`config.mk`:
```
export PLATFORM = sky130hd
export DESIGN_NAME = fetch_sequencer
export DESIGN_NICKNAME = d
export VERILOG_FILES = /design/src/rtl/fetch_seq_pkg.sv /design/src/rtl/fetch_sequencer_wait_counter.sv /design/src/rtl/fetch_sequencer.sv
export SDC_FILE = /design/constraint.sdc
export NUM_CORES = 1
export LEC_CHECK = 0
export ABC_CLOCK_PERIOD_IN_PS = 1390
export CAP_MARGIN = 10
export CORE_UTILIZATION = 30
export DETAILED_ROUTE_END_ITERATION = 10
export GPL_ROUTABILITY_DRIVEN = 1
export GPL_TIMING_DRIVEN = 0
export PLACE_DENSITY = 0.68
export REMOVE_ABC_BUFFERS = 1
export SYNTH_ARGS = -nofsm -noshare
export SYNTH_HDL_FRONTEND = slang
export SYNTH_SLANG_ARGS = --single-unit
```
`constraint.sdc`:
```
create_clock -name clk -period 1.39 [get_ports clk]
set_input_delay 0.139 -clock clk [delete_from_list [all_inputs] [get_ports clk]]
set_output_delay 0.139 -clock clk [all_outputs]
set_load 0.01 [all_outputs]
```
`src/rtl/fetch_seq_pkg.sv`:
```
// Shared definitions for the fetch sequencer: state encoding, opcode values
// and the wait-counter width.
package fetch_seq_pkg;

    typedef enum logic [2:0] {
        ST_IDLE   = 3'd0,
        ST_FETCH  = 3'd1,
        ST_DECODE = 3'd2,
        ST_EXEC   = 3'd3,
        ST_WAIT   = 3'd4,
        ST_HALT   = 3'd5
    } state_t;

    localparam int unsigned WAIT_W = 4;

    localparam logic [3:0] OP_JMP  = 4'hE;
    localparam logic [3:0] OP_WAIT = 4'hC;
    localparam logic [3:0] OP_HALT = 4'hF;

    // Opcode used on resume from HALT so that EXEC issues a plain step.
    localparam logic [3:0] OP_NOP  = 4'h0;

endpackage

```
`src/rtl/fetch_sequencer_wait_counter.sv`:
```
// Saturating down-counter for the WAIT instruction: synchronous load and
// decrement, with a zero flag that the sequencer uses to end the wait.
import fetch_seq_pkg::*;

module wait_counter (
    input  logic              clk,
    input  logic              reset,
    input  logic              load,
    input  logic [WAIT_W-1:0] load_val,
    input  logic              dec,
    output logic [WAIT_W-1:0] count,
    output logic              zero
);

    logic [WAIT_W-1:0] count_q;
    logic [WAIT_W-1:0] count_d;

    // Decrement stops at zero, so the counter can never wrap.
    always_comb begin
        count_d = count_q;
        if (load) begin
            count_d = load_val;
        end else if (dec && (count_q != '0)) begin
            count_d = count_q - 1'b1;
        end
    end

    always_ff @(posedge clk) begin
        if (reset) begin
            count_q <= '0;
        end else begin
            count_q <= count_d;
        end
    end

    assign count = count_q;
    assign zero  = (count_q == '0);

endmodule

```
`src/rtl/fetch_sequencer.sv`:
```
// Instruction fetch sequencer: steps FETCH/DECODE/EXEC, handles jump, timed
// wait and halt opcodes, and drives the external PC and fetch register.
import fetch_seq_pkg::*;

module fetch_sequencer #(
    parameter int ADDR_W = 12
) (
    input  logic              clk,
    input  logic              reset,
    input  logic              start,
    input  logic              halt_req,
    input  logic [3:0]        instr,
    input  logic [3:0]        oprnd,
    output logic              pc_en,
    output logic              pc_load,
    output logic [ADDR_W-1:0] pc_data,
    output logic              fetch_en,
    output logic              busy,
    output logic              halted
);

    state_t            state_q, state_d;
    logic [3:0]        op_q, op_d;
    logic [3:0]        arg_q, arg_d;
    logic              cnt_load;
    logic              cnt_dec;
    logic              cnt_zero;
    logic [WAIT_W-1:0] cnt_value;

    wait_counter u_wait_counter (
        .clk      (clk),
        .reset    (reset),
        .load     (cnt_load),
        .load_val (arg_q),
        .dec      (cnt_dec),
        .count    (cnt_value),
        .zero     (cnt_zero)
    );

    always_ff @(posedge clk) begin
        if (reset) begin
            state_q <= ST_IDLE;
            op_q    <= '0;
            arg_q   <= '0;
        end else begin
            state_q <= state_d;
            op_q    <= op_d;
            arg_q   <= arg_d;
        end
    end

    // Outputs depend only on registered state, so inputs never reach them combinationally.
    always_comb begin
        state_d  = state_q;
        op_d     = op_q;
        arg_d    = arg_q;
        cnt_load = 1'b0;
        cnt_dec  = 1'b0;
        pc_en    = 1'b0;
        pc_load  = 1'b0;
        pc_data  = '0;
        fetch_en = 1'b0;

        case (state_q)
            ST_IDLE: begin
                if (start) begin
                    state_d = ST_FETCH;
                end
            end
            ST_FETCH: begin
                fetch_en = 1'b1;
                state_d  = ST_DECODE;
            end
            ST_DECODE: begin
                op_d    = instr;
                arg_d   = oprnd;
                state_d = ST_EXEC;
            end
            ST_EXEC: begin
                case (op_q)
                    OP_JMP: begin
                        pc_load = 1'b1;
                        pc_data = ADDR_W'({arg_q, 8'h00});
                        state_d = halt_req ? ST_IDLE : ST_FETCH;
                    end
                    OP_WAIT: begin
                        cnt_load = 1'b1;
                        state_d  = ST_WAIT;
                    end
                    OP_HALT: begin
                        state_d = ST_HALT;
                    end
                    default: begin
                        pc_en   = 1'b1;
                        state_d = halt_req ? ST_IDLE : ST_FETCH;
                    end
                endcase
            end
            ST_WAIT: begin
                if (cnt_zero) begin
                    pc_en   = 1'b1;
                    state_d = halt_req ? ST_IDLE : ST_FETCH;
                end else begin
                    cnt_dec = 1'b1;
                end
            end
            ST_HALT: begin
                // Resume re-enters EXEC as a plain step so the HALT word is skipped.
                if (start) begin
                    op_d    = OP_NOP;
                    arg_d   = '0;
                    state_d = ST_EXEC;
                end
            end
            default: begin
                state_d = ST_IDLE;
            end
        endcase
    end

    assign busy   = (state_q != ST_IDLE) && (state_q != ST_HALT);
    assign halted = (state_q == ST_HALT);

endmodule

```
# Word level (Yosys, flattened, before mapping)
# Cells that the tools add are included.
[totals]
regBits = 15
out_inout_bits = 17
word_cells = 51
[classes]
addsub = 1
n_eq_ne = 12
mux = 23
reduce_logical = 11
[ops]
columns = ["cell", "count"]
rows = [
  ["2-to-1 mux 12 bit", 2],
  ["one-hot mux 3 bit (6 select lines)", 1],
  ["one-hot mux 4 bit (2 select lines)", 2],
  ["equality test 4 bit (second input constant)", 3],
  ["2-to-1 mux 4 bit", 3],
  ["2-to-1 mux 1 bit", 10],
  ["2-to-1 mux 3 bit", 3],
  ["equality test 3 x 2 -> 1 bit (second input constant)", 2],
  ["equality test 3 bit (second input constant)", 2],
  ["inequality test 2 bit (second input constant)", 3],
  ["one-hot mux 3 bit (2 select lines)", 1],
  ["logical NOT 4 bit", 1],
  ["nonzero test 2 bit", 2],
  ["nonzero test 4 bit", 1],
  ["subtractor 4 x 1 -> 4 bit (second input constant)", 1],
  ["equality test 3 x 1 -> 1 bit (second input constant)", 1],
  ["logical NOT 3 bit", 1],
  ["inequality test 3 bit (second input constant)", 1],
  ["AND reduction 3 bit", 1],
  ["nonzero test 3 bit", 1],
  ["OR reduction 3 bit", 1],
  ["logical AND 1 bit", 2],
  ["one-hot mux 1 bit (2 select lines)", 1],
  ["AND reduction 2 bit", 1],
]

# Depth between registers and ports, before layout
[logic_depth]
ltp_word = 6
mapped_depth = 6
ltp_nobuf = 6

# By module
# From an unflattened synthesis, not the netlist that was laid out.
[unflattened]
hier_cells = 104
area_unflattened_um2 = 998.5
[modules_own_cells]
columns = ["module", "n_inst", "cells_each", "area_per_inst_um2"]
rows = [
  ["fetch_sequencer", 1, 75, 735.7],
  ["wait_counter", 1, 29, 262.8],
]

# Least setup slack after synthesis
# Ideal clock, no wire load.
[synth_timing]
kind = "reg-to-reg"
start = "register u_wait_counter.count_q[0], in the netlist u_wait_counter.count[0]"
end = "register state_q[0]"
arrival_ns = 1.377
required_ns = 1.316
setup_slack_ns = -0.062
path_stages_with_launch = 7
cell_sequence = "dfxtp_1 -> inv_1 -> ha_1 -> or3b_2 -> nor3b_1 -> o311ai_0 -> o21ai_0"
[synth_between]
elab_chain_len = 3
[synth_lines]
columns = ["item", "line_no", "text"]
rows = [
  ["from (decl)", "fetch_sequencer_wait_counter.sv:15", "logic [WAIT_W-1:0] count_q;"],
  ["from (signal assigned)", "fetch_sequencer_wait_counter.sv:32", "count_q <= count_d;"],
  ["logical NOT 4 bit", "fetch_sequencer_wait_counter.sv:37", "assign zero = (count_q == '0);"],
  ["inequality test 2 bit (no line)", "-", ""],
  ["AND reduction 3 bit (no line)", "-", ""],
  ["to (signal assigned)", "fetch_sequencer.sv:46", "state_q <= state_d;"],
  ["to (decl)", "fetch_sequencer.sv:22", "state_t state_q, state_d;"],
]
# No other way between the ends.
# A chain may end at the register's enable or synchronous reset.

# Worst setup path in the final report
[layout_timing]
start = "register u_wait_counter.count_q[1], in the netlist u_wait_counter.count[1]"
end = "output port pc_en"
[layout_between]
elab_chain_len = 3
[layout_lines]
columns = ["item", "line_no", "text"]
rows = [
  ["logical NOT 4 bit", "fetch_sequencer_wait_counter.sv:37", ""],
  ["2-to-1 mux 1 bit", "fetch_sequencer.sv:100", "if (cnt_zero) begin"],
  ["one-hot mux 1 bit (2 select lines)", "fetch_sequencer.sv:64", "case (state_q)"],
  ["to (decl)", "fetch_sequencer.sv:14", "output logic pc_en,"],
]
# No other way between the ends.

==> results.yml <==
status:
  status: "finished, violations left"
  failed_checks: "design-rule violations, negative setup slack"
critical_path:
  timing.critical_path.required_ps: 1250
  end_kind: "output pin"
  cpPeakStageDelay_ps: 390
  crit_slowest_cell: "sky130_fd_sc_hd__or3b_4"
  crit_path_cell_trace: "inv_2 > ha_4 > or3b_4 > o22ai_2 > buf_2"
  path_class: "reg2out"
  setup.worst_path.start_class: "register"
  timing.critical_path.max_delay_family: "simple AND/OR/NAND/NOR gates"
  critical_path.max_fanout: 3
  worstPathArrival_ps: 1500
  path_buf_inv: 2
cells_and_area:
  final_core_utilization_pct: 55.13
  synthToLayoutAreaGrowth_pct: 68.50
  final_layout_size_suffix_gt1_share_pct: 55.84
  final_cell_area_um2: 1573
  final_common_cell: "sky130_fd_sc_hd__buf_4"
  antennaDiodeCount: 0
  nets: 168
  layout.cells.most_common_list: "sky130_fd_sc_hd__buf_4 (20), sky130_fd_sc_hd__nor2_1 (14), sky130_fd_sc_hd__clkdlybuf4s50_1 (11)"
yosys:
  post_synth_num_cell_types: 40
  netlist_area_um2: 933.4
  synth_enable_flop_cells: 0
  synthesis.instances: 111
  yosysWarnings: 0
  synth_sequential_area_ratio_pct: 32.17
  synthFlopType: "sky130_fd_sc_hd__dfxtp_1"
  avg_cell_area_syn_um2: 8.409
  synth.ff_latch_count: 15
  postSynth.asyncResetShare_pct: 0
floorplan:
  io-pin-count: 29
  die_height_um: 57.78
  horizontal_extent_of_the_die_um: 57.78
  initial_core_util_pct: 32.72
  core.rowCount: 19
  fp.dieArea_um2: 3339
  design.core.area_um2: 2853
clock_tree:
  htree_levels: 1
  worstSkewPairLatency_ps: 290
  cts_clk_pin_slew_worst_paths_ps: 90
  clock_path_buffers: 2
  clock_sinks: 15
  cts_root_buf: "sky130_fd_sc_hd__clkbuf_4"
  cts_tree: "built"
  number_of_cts_inserted_buffers: 3
route:
  detailroute.via_count: 989
  drt-pass1-iter-count: 9
  route.detailed.vias_per_inst: 5.346
  drt_iter0_drc: 19
  ant_nets: 0
  routed_wl_mm: 2.784
  route.detailed.drc: 1
  wl_per_cell_um: 15.05
pwr:
  ir_worst_vdd_mv: 0.6193
  power_frac_clock_pct: 21.6
  power.leakage_nw: 0.6213
  pwr-share-seq_pct: 43.4
  internal_power_mw: 0.7968
  netSwitchingPower_mw: 0.4190
  sw_frac_of_total_pct: 34.46
  power.density_cell_area_nw_per_um2: 773.0
  combinationalPowerShare_pct: 35.1
sta:
  finClkSkew_ps: 3.927
  finalSetupViolCount: 11
  timing.max_slew.rel_slack_pct: 56.56
  fmax_mhz: 611.0
  finalHoldViolations: 0
  rsz_0062_raised_after_global_routing: "true"
  max_slew.worst_pin.slew_ps: 649.5
  min_period_over_period_pct: 117.8
  setup_slack_ps: -246.8
  period_minus_ws_final_ps: 1637
  timing_max_transition_violations_final: 0
run:
  timing.max_cap.violations: 0
worst_hold_path:
  min_path_type: "in2reg"
global_routing:
  met1_demand_to_capacity_share_in_global_routing_pct: 19.78
  grt_max_degree: 17
  overall_overflow_remaining_after_global_route: 0
  grt-busiest-layer: "met2"
  grt_antenna_before_repair: 0
  global_route.usage.total_pct: 16.58
  grt_util_met3_pct: 1.339
  global_route_wire_length_before_repair_mm: 4.264
  globalRouteMet2Util_pct: 29.40
  first_global_vias: 959
placement:
  placed_cell_area_um2: 1101
  gp_congestion: 0.7642
  numPortBuffers: 20
  hpwl_dp_mm: 1.551
## cell type report
type,count,area [µm²]
Sequential cell,15,329.1
Multi-Input combinational cell,84,748.2
Inverter,6,22.52
Tap cell,31,38.79
Timing Repair Buffer,45,407.9
Clock buffer,4,26.28
Fill cell,241,1280
## cells by family after synthesis
kind of cell	after synthesis	synth area share, %
and+or+nand+nor	45	30.56
AOI/OAI and AO/OA	27	19.71
buffers and inverters	19	12.87
DFF	15	32.17
xor gates and xnor gates	2	1.877
adders and majority gates	1	1.340
other	1	0.4018
muxes	1	1.072
## worst reg2reg max path: stages (launching register included)
cell,delay [ps]
sky130_fd_sc_hd__dfxtp_2,330
sky130_fd_sc_hd__inv_2,70
sky130_fd_sc_hd__ha_4,130
sky130_fd_sc_hd__buf_4,100
sky130_fd_sc_hd__nor3b_4,260
sky130_fd_sc_hd__nor2_4,100
sky130_fd_sc_hd__or3_4,380
sky130_fd_sc_hd__a21oi_2,110
## stage by stage
stage               TNS (ps)  power, mW  instances  hold WS (ps)  setup WS (ps)
floorplan             -574.9     0.6694        105         208.1         -67.60
global placement       -7101     0.7686        156         489.6         -592.1
detailed placement     -8356     0.7791        156         503.8         -641.8
CTS                    -1443      1.109        172         490.6         -257.9
global route           -2269      1.290        185         488.9         -303.1
finish                 -1445      1.216        185         484.0         -246.8
## cells in the mapped netlist, drive strengths merged, types with 2 or more instances
library cell	n	share of area, %
buf	12	10
dfxtp	15	32
nand2b	2	1.3
o22ai	2	1.3
nand2	3	1.2
nor3b	3	3.5
nor2	16	7.2
or3b	2	2.1
nor3	5	2.7
a21oi	6	3.2
or3	2	1.3
inv	6	2.4
and2	4	2.7
nor4	3	3.4
o21ai	3	1.6
a22oi	8	6.4
a311oi	2	1.9
## metal layers
layer,vias up,share of wire [%]
met4,0,2.0
met2,39,53
met1,475,41
met3,5,3.6
met5,-,0
li1,470,-
## state kept, by name (all words and copies together) (netlist names)
| signal | flops |
|---|---|
| state_q | 3 |
| op_q | 4 |
| arg_q | 4 |
| u_wait_counter.count | 4 |
## power by group through the flow
stage | logic, mW | registers, mW | clock network (mW)
5_1_grt | 0.464 | 0.533 | 0.293
6_report | 0.426 | 0.527 | 0.262
4_1_cts | 0.323 | 0.519 | 0.267
3_3_place_gp | 0.235 | 0.534 | 0
2_1_floorplan | 0.150 | 0.520 | 0
3_5_place_dp | 0.243 | 0.536 | 0
## worst paths after layout
check | from | to | slack [ps] | depth (start not counted)
worst max-delay path | u_wait_counter.count[1]$_SDFFE_PP0P_ | pc_en | -250 | 5
worst min-delay path | instr[3] | op_q[3]$_SDFFE_PP0P_ | 480 | 3
worst max register to register | u_wait_counter.count[1]$_SDFFE_PP0P_ | u_wait_counter.count[1]$_SDFFE_PP0P_ | -170 | 7
worst min register to register | u_wait_counter.count[3]$_SDFFE_PP0P_ | u_wait_counter.count[3]$_SDFFE_PP0P_ | 540 | 2
## timing repair
action,4_1_cts,5_1_grt
buffers inserted,13,14
pin swaps,9,13
cloned,0,0
gates resized for setup,75,33
hold buffers,0,0
endpoints found under the setup margin,23,22
Power figures use the tool's default switching activity.
